--- src/rtl/tcdm_varlat_bank_arb.sv ---
// rtl/tcdm_varlat_bank_arb.sv - round-robin bank arbiter with in-order variable-latency response routing
//
// Purpose:
//   Arbitrates NumIn master ports onto one memory bank. Each accepted request's
//   master index is queued in an in-order ID FIFO of depth MaxOutstanding. Each
//   bank response is routed back to the master at the FIFO head.
//
// Ports:
//   clk_i, rst_ni  clock and asynchronous active-low reset
//   req_i/gnt_o    per-master request and grant (NumIn bits)
//   data_i         per-master request payload, master k at [k*ReqDataWidth +: ReqDataWidth]
//   vld_o          per-master response valid (one-hot or zero)
//   rdata_o        bank rdata broadcast to every master, NumIn copies
//   req_o/gnt_i    request/grant toward the bank
//   data_o         payload of the winning master
//   vld_i/rdata_i  in-order bank response
//   spurious_o     response arrived with nothing outstanding

module tcdm_varlat_bank_arb #(
    parameter int NumIn          = 4,
    parameter int ReqDataWidth   = 32,
    parameter int RespDataWidth  = 32,
    parameter int MaxOutstanding = 2,
    parameter int LogNumIn       = (NumIn > 1 ? $clog2(NumIn) : 1)
) (
    input  logic                              clk_i,
    input  logic                              rst_ni,
    input  logic [NumIn-1:0]                  req_i,
    output logic [NumIn-1:0]                  gnt_o,
    input  logic [NumIn*ReqDataWidth-1:0]     data_i,
    output logic [NumIn-1:0]                  vld_o,
    output logic [NumIn*RespDataWidth-1:0]    rdata_o,
    output logic                              req_o,
    input  logic                              gnt_i,
    output logic [ReqDataWidth-1:0]           data_o,
    input  logic                              vld_i,
    input  logic [RespDataWidth-1:0]          rdata_i,
    output logic                              spurious_o
);

    localparam int PtrW = (MaxOutstanding > 1) ? $clog2(MaxOutstanding) : 1;
    localparam int CntW = $clog2(MaxOutstanding + 1);
    localparam logic [PtrW-1:0]     LastPtr = PtrW'(MaxOutstanding - 1);
    localparam logic [CntW-1:0]     MaxCnt  = CntW'(MaxOutstanding);
    localparam logic [LogNumIn-1:0] LastIn  = LogNumIn'(NumIn - 1);

    logic [LogNumIn-1:0] rr_q;
    logic [LogNumIn-1:0] fifo_q [MaxOutstanding];
    logic [PtrW-1:0]     rd_ptr_q, wr_ptr_q;
    logic [CntW-1:0]     count_q;

    logic [LogNumIn-1:0] winner;
    logic                full, push, pop;
    int unsigned         idx;

    // First requester at or after rr_q, scanning upward modulo NumIn.
    always_comb begin
        winner = '0;
        idx    = 0;
        for (int i = NumIn - 1; i >= 0; i--) begin
            idx = int'(rr_q) + i;
            if (idx >= NumIn) begin
                idx = idx - NumIn;
            end
            // Scanning downward so the lowest offset is the last to write.
            if (req_i[idx]) begin
                winner = idx[LogNumIn-1:0];
            end
        end
    end

    // The full check uses only registered count, keeping vld_i off the request path.
    assign full       = (count_q == MaxCnt);
    assign req_o      = (|req_i) && !full;
    assign push       = req_o && gnt_i;
    assign pop        = vld_i && (count_q != '0);
    assign spurious_o = vld_i && (count_q == '0);
    assign data_o     = data_i[int'(winner)*ReqDataWidth +: ReqDataWidth];
    assign rdata_o    = {NumIn{rdata_i}};

    always_comb begin
        gnt_o = '0;
        vld_o = '0;
        gnt_o[winner]           = push;
        vld_o[fifo_q[rd_ptr_q]] = pop;
    end

    always_ff @(posedge clk_i or negedge rst_ni) begin
        if (!rst_ni) begin
            rr_q     <= '0;
            rd_ptr_q <= '0;
            wr_ptr_q <= '0;
            count_q  <= '0;
            for (int i = 0; i < MaxOutstanding; i++) begin
                fifo_q[i] <= '0;
            end
        end else begin
            if (push) begin
                rr_q             <= (winner == LastIn) ? '0 : winner + 1'b1;
                fifo_q[wr_ptr_q] <= winner;
                wr_ptr_q         <= (wr_ptr_q == LastPtr) ? '0 : wr_ptr_q + 1'b1;
            end
            if (pop) begin
                rd_ptr_q <= (rd_ptr_q == LastPtr) ? '0 : rd_ptr_q + 1'b1;
            end
            case ({push, pop})
                2'b10:   count_q <= count_q + 1'b1;
                2'b01:   count_q <= count_q - 1'b1;
                default: count_q <= count_q;
            endcase
        end
    end

endmodule

--- config.mk ---
export PLATFORM = sky130hd
export DESIGN_NAME = tcdm_varlat_bank_arb
export DESIGN_NICKNAME = d
export VERILOG_FILES = /design/src/rtl/tcdm_varlat_bank_arb.sv
export SDC_FILE = /design/constraint.sdc
export NUM_CORES = 1
export LEC_CHECK = 0
export CORE_AREA = 2 2 130 132
export CTS_CLUSTER_DIAMETER = 100
export CTS_CLUSTER_SIZE = 12
export DETAILED_ROUTE_END_ITERATION = 10
export DIE_AREA = 0 0 132 134
export SLEW_MARGIN = 10
export SYNTH_ARGS = -nofsm -noshare
export SYNTH_HDL_FRONTEND = slang
export SYNTH_SLANG_ARGS = --single-unit
--- constraint.sdc ---
create_clock -name clk_i -period 4.85 [get_ports clk_i]
set_clock_uncertainty 0.15 [all_clocks]
set_input_delay 0.485 -clock clk_i [delete_from_list [all_inputs] [get_ports clk_i]]
set_output_delay 0.485 -clock clk_i [all_outputs]
set_load 0.01 [all_outputs]
==> impl_metrics.py <==
metrics = {
    "worst_setup_path": {
        "required_ns": 4.22,
        "crit_buf_inv": 3,
        "crit_path_cell_trace": "clkdlybuf4s50_1 -> a21oi_1 -> o21ai_1 -> a2bb2oi_4 -> buf_4 -> mux2i_1 -> mux2i_1 -> clkdlybuf4s50_1",
        "startpoint_type": "input port",
        "cp_slowest_cell": "a2bb2oi_4",
        "endpoint_kind": "primary output",
        "cp.arrival_ns": 3.07,
        "worstSetupPathType": "in -> out",
        "critical_path_peak_fanout": 17,
        "crit_family": "buffers and inverters",
        "worst_path_largest_cell_delay_ns": 0.62,
    },
    "drt": {
        "drtPass1Iterations": 4,
        "vias": 2026,
        "drt-vias-per-instance": 3.57,
        "final_antenna_net_count": 0,
        "drtIter0Drc": 43,
        "avgRoutedWirePerCell_um": 12.3,
        "wl_um": 6960,
        "drc_errors": 0,
    },
    "synth": {
        "synth_edf_count": 0,
        "synth_flop_cell": "dfrtp_1",
        "syn_nets": 471,
        "ys_seq_area_frac": 0.0917,
        "ys_ff_latch": 10,
        "synth.distinct_cells": 33,
        "ys_async_sr_fraction": 1.00,
        "syn-instance-count": 301,
        "yosys_warnings": 0,
        "syn_avg_cell_area_sq_um": 9.07,
        "syn-cell-area_sq_um": 2730,
    },
    "grt": {
        "grt_pass1_wl_um": 10600,
        "grt_overflow": 0,
        "grt_max_degree": 37,
        "track_usage": 0.0717,
        "grt_pass1_vias": 2174,
        "antenna_found_initial": 0,
    },
    "timing": {
        "hold_viol": 0,
        "setup_slack_ns": 1.14,
        "grt_setup_unrepaired": "false",
        "tns_ns": 0,
        "finalCritPeriodShare": 0.764,
        "max_freq_mhz": 270,
        "period_needed_ns": 3.71,
        "slew_violations": 0,
        "max_slew_margin": 0.484,
        "worst_pin_slew_ns": 0.772,
        "finalSetupViolCount": 0,
    },
    "power_and_ir_drop": {
        "p_clk_frac": 0.110,
        "p_int_w": 0.000905,
        "ir_drop_mv": 0.169,
        "pwr-share-comb": 0.760,
        "cellPowerDensity_nw_per_um2": 392,
        "leakagePower_nw": 1.56,
        "swShare": 0.391,
        "p_sw_w": 0.000581,
        "seqPwrFrac": 0.129,
    },
    "cells_and_area": {
        "layout_common_cells": "clkdlybuf4s50_1 (177), mux2i_1 (99), dfrtp_1 (10), nor2_1 (6)",
        "final-instance-count-excl-fill": 568,
        "area_delta_synth_final_pct": 39.0,
        "layout_commonest_cell": "clkdlybuf4s50_1",
        "fin_nets": 519,
        "n_antenna_cell": 0,
        "drive_above_1_share": 0.0575,
    },
    "clock_network": {
        "clock-sinks": 10,
        "clockBufferDepth": 2,
        "cts_tree": "built",
        "ctsHtreeMaxLevel": 1,
        "clkTransAtPathRegs_ns": 0.04,
        "cts_root_buf": "clkbuf_16",
        "post_cts_buffers": 0,
        "clock_latency_ns": 0.24,
        "cts-hold-fix-buffers": 0,
        "cts_made_buffers": 3,
        "cts_resized": 0,
    },
    "floorplanning": {
        "dieArea_sq_um": 17700,
        "die_w_um": 132,
        "die_h_um": 134,
        "coreArea_sq_um": 16300,
        "initial_utilization": 0.168,
        "ios": 338,
        "rows": 47,
    },
    "place": {
        "io_buffers": 177,
        "place.gp.congestion": 0.770,
        "dp.cells": 564,
        "dp_hpwl_um": 5830,
        "post-place-ws_ns": 1.07,
    },
    "hold_path": {
        "hold_path.class": "reg -> reg",
    },
    "status": {
        "outcome": "finished clean",
    },
    "run": {
        "drv_cap": 0,
    },
}
==> area by class of cell <==
type                    instances  area (sq um)
flip-flops and latches         10           250
multi-input cells             144          1320
fillers                      1772         12500
well taps                     220           275
repair buffers                183          1830
clock buffers                   4          88.8
inverters                       7          28.8
==> sequential cells by signal (all words and copies together), names as in the netlist <==
register / flops
fifo_q: 4
count_q: 2
rr_q: 2
rd_ptr_q: 1
wr_ptr_q: 1
==> per-layer routing <==
| metal | GRT usage | routed length, um | vias up |
|---|---|---|---|
| li1 | - | - | 994 |
| met4 | 0.0290 | 114 | 0 |
| met1 | 0.0711 | 2410 | 929 |
| met2 | 0.145 | 3940 | 82 |
| met5 | 0 | 0 | - |
| met3 | 0.0128 | 490 | 21 |
==> power groups by stage <==
stage / Combinational [W] / Clock [W] / Sequential [W]
detailed placement: 0.00114 / 0 / 0.000193
CTS: 0.00115 / 0.000166 / 0.000192
finish: 0.00113 / 0.000164 / 0.000192
global placement: 0.00113 / 0 / 0.000188
global route: 0.00122 / 0.000173 / 0.000201
floorplan: 0.000848 / 0 / 0.000169
==> cells by family (layout without fill, tap and decap cells) <==
| family | after synthesis | count (layout) | share of synthesized area |
|---|---|---|---|
| xor gates and xnor gates | 5 | 5 | 0.0160 |
| buffers and inverters | 147 | 194 | 0.429 |
| DFF | 10 | 10 | 0.0917 |
| adders and majority gates | 2 | 2 | 0.00917 |
| and+or+nand+nor | 21 | 21 | 0.0404 |
| AOI/OAI and AO/OA | 14 | 14 | 0.0385 |
| muxes | 102 | 102 | 0.376 |
==> stage by stage <==
| step | utilization | power, W | hold slack (ns) | instance area [sq um] |
|---|---|---|---|---|
| 2_1_floorplan | - | 0.00102 | 0.0394 | 2730 |
| 3_5_place_dp | 0.227 | 0.00134 | 0.380 | 3700 |
| 4_1_cts | 0.233 | 0.00151 | 0.386 | 3790 |
| 3_3_place_gp | 0.227 | 0.00132 | 0.360 | 3700 |
| 6_report | 0.233 | 0.00149 | 0.374 | 3790 |
| 5_1_grt | 0.233 | 0.00159 | 0.397 | 3790 |
==> Yosys cell counts, types with 2 or more instances <==
| cell type | n | share of area |
|---|---|---|
| o21ai_1 | 2 | 0.0037 |
| buf_6 | 5 | 0.021 |
| nand2_1 | 2 | 0.0028 |
| nor2_1 | 6 | 0.0083 |
| buf_12 | 6 | 0.044 |
| buf_4 | 128 | 0.35 |
| mux2i_1 | 99 | 0.36 |
| ha_1 | 2 | 0.0092 |
| mux2_2 | 2 | 0.0083 |
| xnor2_1 | 4 | 0.013 |
| a21oi_1 | 4 | 0.0073 |
| nor3_1 | 3 | 0.0055 |
| nor3b_1 | 3 | 0.0083 |
| a21oi_2 | 2 | 0.0064 |
| inv_1 | 5 | 0.0069 |
| dfrtp_1 | 10 | 0.092 |
| nand3_1 | 2 | 0.0037 |
==> final timing paths <==
path | startpoint | endpoint | slack (ns) | cells after the start
max | req_i[0] | data_o[7] | 1.14 | 8
min | wr_ptr_q$_DFFE_PN0P_ | wr_ptr_q$_DFFE_PN0P_ | 0.37 | 1
max reg2reg | rr_q[1]$_DFFE_PN0P_ | rr_q[1]$_DFFE_PN0P_ | 2.57 | 6
min reg2reg | wr_ptr_q$_DFFE_PN0P_ | wr_ptr_q$_DFFE_PN0P_ | 0.37 | 1
max in group asynchronous | rst_ni | fifo_q[3]$_DFFE_PN0P_ | 3.79 | 1
min in group asynchronous | rst_ni | fifo_q[0]$_DFFE_PN0P_ | 0.43 | 1
Note: power is estimated with default switching activity, not from simulation.
